**config.mk**
```make
export PLATFORM = sky130hd
export DESIGN_NAME = phase_sequencer
export DESIGN_NICKNAME = d
export VERILOG_FILES = /design/src/rtl/phase_sequencer.sv
export SDC_FILE = /design/constraint.sdc
export NUM_CORES = 1
export LEC_CHECK = 0
export CAP_MARGIN = 10
export CORE_MARGIN = 2
export CORE_UTILIZATION = 50
export CTS_CLUSTER_DIAMETER = 120
export DETAILED_ROUTE_END_ITERATION = 8
export GPL_TIMING_DRIVEN = 0
export HOLD_SLACK_MARGIN = 0.06
export PLACE_DENSITY_LB_ADDON = 0.25
export SLEW_MARGIN = 10
export SYNTH_ARGS = -nofsm -noshare
export SYNTH_HDL_FRONTEND = slang
export SYNTH_SLANG_ARGS = --single-unit
```
**constraint.sdc**
```tcl
create_clock -name clock -period 3.3 [get_ports clock]
set_clock_uncertainty 0.05 [all_clocks]
set_input_delay 0.495 -clock clock [delete_from_list [all_inputs] [get_ports clock]]
set_output_delay 0.495 -clock clock [all_outputs]
set_load 0.02 [all_outputs]
```
**src/rtl/phase_sequencer.sv**
```systemverilog
// Run/stop controller and phase generator for the multicycle core.
// Steps the datapath through NUM_PHASES one-hot phases with run, single-step, halt and stall control.
module phase_sequencer #(
  parameter int NUM_PHASES = 5,
  parameter int CNT_W      = 16
) (
  input  logic                  clock,
  input  logic                  reset,
  input  logic                  exec,
  input  logic                  step,
  input  logic                  halt,
  input  logic                  stall,
  output logic [2:0]            phase,
  output logic [NUM_PHASES-1:0] phase_en,
  output logic                  running,
  output logic                  halted,
  output logic                  instr_done,
  output logic [CNT_W-1:0]      instr_count
);

  localparam logic [2:0] LAST = 3'(NUM_PHASES - 1);

  typedef enum logic [1:0] {IDLE, RUN, STEP, HALTED} state_t;

  state_t           state, state_nx;
  logic [2:0]       phase_nx;
  logic [CNT_W-1:0] count_nx;
  logic             stop_req, stop_nx;
  logic             halt_req, halt_nx;
  logic             exec_q, step_q;
  logic             exec_pulse, step_pulse;

  assign exec_pulse = exec & ~exec_q;
  assign step_pulse = step & ~step_q;
  assign running    = (state == RUN) || (state == STEP);
  assign halted     = (state == HALTED);

  // Edge-detect registers reset high so a button held through reset release does not fire.
  always_ff @(posedge clock or negedge reset) begin
    if (!reset) begin
      state       <= IDLE;
      phase       <= 3'd0;
      instr_count <= '0;
      stop_req    <= 1'b0;
      halt_req    <= 1'b0;
      exec_q      <= 1'b1;
      step_q      <= 1'b1;
    end else begin
      state       <= state_nx;
      phase       <= phase_nx;
      instr_count <= count_nx;
      stop_req    <= stop_nx;
      halt_req    <= halt_nx;
      exec_q      <= exec;
      step_q      <= step;
    end
  end

  always_comb begin
    state_nx   = state;
    phase_nx   = phase;
    count_nx   = instr_count;
    stop_nx    = stop_req;
    halt_nx    = halt_req;
    phase_en   = '0;
    instr_done = 1'b0;
    case (state)
      IDLE: begin
        phase_nx = 3'd0;
        if (exec_pulse)      state_nx = RUN;
        else if (step_pulse) state_nx = STEP;
      end
      RUN, STEP: begin
        // A stalled cycle freezes everything, including pending requests.
        if (!stall) begin
          phase_en = NUM_PHASES'(1) << phase;
          halt_nx  = halt_req | halt;
          if (state == RUN && exec_pulse) stop_nx = 1'b1;
          if (phase == LAST) begin
            instr_done = 1'b1;
            count_nx   = instr_count + CNT_W'(1);
            phase_nx   = 3'd0;
            if (halt_nx)                             state_nx = HALTED;
            else if (state == STEP || stop_nx)       state_nx = IDLE;
            if (state_nx != state) begin
              stop_nx = 1'b0;
              halt_nx = 1'b0;
            end
          end else begin
            phase_nx = phase + 3'd1;
          end
        end
      end
      HALTED: begin
        phase_nx = 3'd0;
      end
      default: begin
        state_nx = IDLE;
        phase_nx = 3'd0;
      end
    endcase
  end

endmodule

```
Word-level counts from Yosys, hierarchy flattened
Index checks and enable logic that the tools add are counted.
{"block": "totals", "memories": 0, "regBits": 25, "romBits": 0, "word_cells": 59, "latchBits": 0, "out_inout_bits": 27, "input_bits": 6, "mem_bits_rw": 0}
{"block": "classes", "add_sub_neg": 2, "n_lt_le_gt_ge": 0, "eq_ne": 8, "shift": 1, "bitwise_logic": 6, "n_reduce_logical": 10, "mux": 25, "div": 0, "mul": 0}
{"operator": "$mux 2", "n": 9}
{"operator": "$add 16x1->16 const B", "n": 1}
{"operator": "$mux 1", "n": 10}
{"operator": "$mux 5", "n": 2}
{"operator": "$mux 3", "n": 2}
{"operator": "$pmux 3 s2", "n": 1}
{"operator": "$shl 1x3->5 const A", "n": 1}
{"operator": "$eq 2x2->1 const B", "n": 2}
{"operator": "$ne 2x2->1 const B", "n": 2}
{"operator": "$pmux 2 s2", "n": 1}
{"operator": "$reduce_and 4->1", "n": 1}
{"operator": "$reduce_or 2->1", "n": 2}
{"operator": "$add 3x1->3 const B", "n": 1}
{"operator": "$eq 3x3->1 const B", "n": 1}
{"operator": "$ne 3x3->1 const B", "n": 1}
{"operator": "$not 1->1", "n": 3}
{"operator": "$reduce_and 3->1", "n": 1}
{"operator": "$and 1x1->1", "n": 2}
{"operator": "$eq 2x1->1 const B", "n": 1}
{"operator": "$logic_not 2->1", "n": 1}
{"operator": "$logic_or 1x1->1", "n": 2}
{"operator": "$ne 2x2->1", "n": 1}
{"operator": "$reduce_and 2->1", "n": 1}
{"operator": "$reduce_bool 2->1", "n": 1}
{"operator": "2 further kinds", "n": 2}

Longest topological paths before layout
{"block": "logic_depth", "ltp_word": 15, "ltp_mapped": 8, "depth_no_buf": 6}

Least setup slack after synthesis
Ideal clock, no wire load.
{"block": "synth_timing", "path_kind": "register -> output", "start": "reg state[1]", "end": "out phase_en[0]", "arrival_ns": 1.602, "required_ns": 2.755, "path_stages_with_launch": 6, "path_slack_ns": 1.153, "cell_sequence": "dfrtp_1 -> inv_1 -> ha_1 -> clkbuf_1 -> and2b_2 -> and3_1"}
{"block": "synth_between", "elab_chain_cells": 3, "word_cells_on_any_way": 4}
{"item": "start, declared", "line": "25", "rtl": "state_t state, state_nx;"}
{"item": "start signal, assigned", "line": "49", "rtl": "state <= state_nx;"}
{"item": "$eq 2x1->1 or $eq 2x2->1 (tied branches)", "line": "67", "rtl": "case (state)"}
{"item": "$reduce_or 2->1 (*)", "line": "67"}
{"item": "$mux 5 (*)", "line": "67"}
{"item": "end, declared", "line": "14", "rtl": "output logic [NUM_PHASES-1:0] phase_en,"}
Every way passes the cells marked *; elsewhere a longest branch is shown, timed or not.

Worst setup path in the final report
{"block": "layout_timing", "start": "reg state[1]", "end": "out phase_en[2]"}
Same word-level chain as after synthesis.

==> results.toml <==
[outcome]
run_status = "finished clean"

[synth]
yosys.cell_types.count = 32
mappedNetlistNets = 135
number_of_cells_produced_by_synthesis = 119
synth.ff_latch_count = 25
synth_async_sr_flop_share_pct = 100
synth.avg_cell_area_sq_um = 11.1
synth-warning-count = 0
post_synth_instance_area_sq_um = 1320
synth-seq-area-share_pct = 47.8
synth_edf_count = 0
synth_top_flop_cell = "sky130_fd_sc_hd__dfrtp_1"

[setup_path]
critPathLaunchType = "flip-flop"
arrival_ps = 2540
setup.worst_path.class = "reg -> out"
crit_path_max_incr_delay_ps = 600
crit_required_ps = 2750
end_kind = "output pin"
worstPathMaxFanout = 10
crit_chain = "inv_1 -> ha_1 -> clkbuf_1 -> and2b_2 -> and3_1 -> clkdlybuf4s50_1"
slowest_stage = "sky130_fd_sc_hd__clkdlybuf4s50_1"

[power_and_ir_drop]
vdd_drop_max_mv = 0.180
power_report.internal_total_uw = 362
power.total_uw = 460
p_per_area_nw_per_um2 = 272
p_sw_uw = 98.2
clock_network_fraction_of_total_power_pct = 29.3
pwr-share-comb_pct = 3.7
seqPwrFrac_pct = 67.1
power.share.switching_pct = 21.3
power.static_leakage_nw = 0.759

[global_route]
grt_pass1_vias = 920
global_route.usage.total_pct = 16.6
grt_pass1_wl_mm = 4.14
grt_start_max_net_pins = 26
overflow = 0
antenna_found_initial = 0

[clocking]
clock_sinks = 25
cts-resized-gates = 0
path_clk_slew_ps = 130
number_of_buffers_inserted_by_post_cts_setup_repair = 0
clock_path_buffers = 2
cts_tree = "built"
numCtsBuffers = 3
clock-root-buffer = "sky130_fd_sc_hd__clkbuf_4"
clkLatencyLatePin_ps = 310
cts-htree-levels = 1
cts_hold_repair.buffers = 0

[final_layout]
final_common_cell = "sky130_fd_sc_hd__clkdlybuf4s50_1"
synthToLayoutAreaGrowth_pct = 28.8
finalNetCount = 172
layout_common_cells = "sky130_fd_sc_hd__clkdlybuf4s50_1, sky130_fd_sc_hd__dfrtp_1, sky130_fd_sc_hd__xnor2_1"
antenna_cells = 0
finalCoreUtilization_pct = 68.4
drive_gt1_share_pct = 9.68
cell_area_after_layout_sq_um = 1690

[place]
buffer_ports.inserted = 32
postPlaceCellArea_sq_um = 1670
gpl.final_weighted_congestion = 0.750
detailed_place_hpwl_mm = 1.74

[sta]
timing.hold.ws_ps = 95.0
rsz0062_at_grt = "false"
max_freq_mhz = 324
timing.slew.headroom_pct = 63.7
worst_slew_pin_slew_ps = 544
final_max_slew_viol_count = 0
finalSetupViolCount = 0
timing.final.hold_violations = 0
period_needed_ps = 3090
finalSetupTns_ps = 0
timing.final.crit_share_pct = 93.6

[floorplan]
initial_cell_density_of_the_core_pct = 53.1
die_w_um = 55.3
num_io_pins = 33
die_h_um = 55.3
rows = 18
dieArea_sq_um = 3060
core-area_sq_um = 2480

[drt]
drt-total-wl_mm = 2.30
detail-route-antenna-nets = 0
post_drt_via_cell_ratio = 5.21
drt_first_iter_violations = 13
detailedRoute.firstPassIterationCount = 4
wl_per_cell_um = 12.4
post-route-drc-count = 0
detailroute.via_count = 963

[hold_path]
hold_class = "in -> async"

[flow_run]
drv.max_cap_violation_count = 0
==> final timing paths <==
check	start	end	slack, ps	depth (start not counted)
setup / recovery	state[1]$_DFFE_PN0P_	phase_en[2]	210	6
hold / removal	reset	instr_count[4]$_DFFE_PN0P_	90	1
setup reg to reg	state[1]$_DFFE_PN0P_	instr_count[15]$_DFFE_PN0P_	1310	8
hold reg to reg	instr_count[15]$_DFFE_PN0P_	instr_count[15]$_DFFE_PN0P_	430	1
max in group asynchronous	reset	exec_q$_DFF_PN1_	2730	1
min in group clock	instr_count[15]$_DFFE_PN0P_	instr_count[15]$_DFFE_PN0P_	430	1
==> power groups by stage <==
stage                     clock network, mW  registers [mW]  logic [mW]
after CTS                             0.140           0.309      0.0180
after global placement                    0           0.315      0.0176
after floorplan                           0           0.315     0.00381
after detailed placement                  0           0.315      0.0180
after global routing                  0.157           0.309      0.0194
final                                 0.135           0.309      0.0168
==> cell usage after synthesis, types with 2 or more instances <==
master	n	share of area, %
sky130_fd_sc_hd__dfrtp_1	23	44
sky130_fd_sc_hd__xnor2_1	14	9.3
sky130_fd_sc_hd__ha_1	10	9.5
sky130_fd_sc_hd__nor2b_1	7	3.3
sky130_fd_sc_hd__a21oi_1	6	2.3
sky130_fd_sc_hd__inv_1	6	1.7
sky130_fd_sc_hd__nand2_1	6	1.7
sky130_fd_sc_hd__nand3_1	6	2.3
sky130_fd_sc_hd__and3_1	5	2.4
sky130_fd_sc_hd__nand4_1	4	1.9
sky130_fd_sc_hd__a211oi_1	3	1.7
sky130_fd_sc_hd__and4_1	3	2.0
sky130_fd_sc_hd__buf_6	3	2.6
sky130_fd_sc_hd__nor2_1	3	0.86
sky130_fd_sc_hd__dfstp_2	2	4.0
sky130_fd_sc_hd__o21ai_0	2	0.76
==> area by class of cell <==
| class | instances | area (sq um) |
|---|---|---|
| buffer | 5 | 45.0 |
| clock buffer | 4 | 26.3 |
| fill | 213 | 783 |
| inverter | 6 | 22.5 |
| multi-input combinational | 83 | 619 |
| sequential | 25 | 628 |
| tap | 30 | 37.5 |
| timing repair buffer | 32 | 315 |
==> per-layer routing <==
layer  up-vias  track usage [%]  part of all wire [%]
li1        485                -                     -
met1       460             21.9                    45
met2        16             27.6                    51
met3         2             3.28                   3.9
met4         0             5.23                  0.52
met5         -                0                     0
==> state kept, by name, summed over array words and instances (netlist names) <==
signal / cells
state: 2
phase: 3
instr_count: 16
exec_q: 1
halt_req: 1
stop_req: 1
step_q: 1
==> metrics by stage <==
| stage | instances | setup slack [ps] |
|---|---|---|
| after floorplan | 119 | 1150 |
| after global placement | 181 | 581 |
| after detailed placement | 181 | 567 |
| after CTS | 185 | 203 |
| after global routing | 185 | 59.6 |
| final | 185 | 211 |
==> worst max-delay path, delay by kind of cell (launching register included) <==
kind          cells  cell delay (ps)
flops             1              450
buf+inv           3             1020
simple gates      2              440
fa+ha+maj         1              330
==> cell families (layout without fill, tap and decap cells) <==
group / after synthesis / after routing / synth area share, %
simple gates: 39 / 39 / 17.5
xor+xnor: 15 / 15 / 9.99
flops: 25 / 25 / 47.8
buf+inv: 11 / 47 / 5.14
compound gates: 17 / 17 / 8.47
mux: 2 / 2 / 1.62
fa+ha+maj: 10 / 10 / 9.51
No activity file was read; power rests on OpenSTA's default activity.
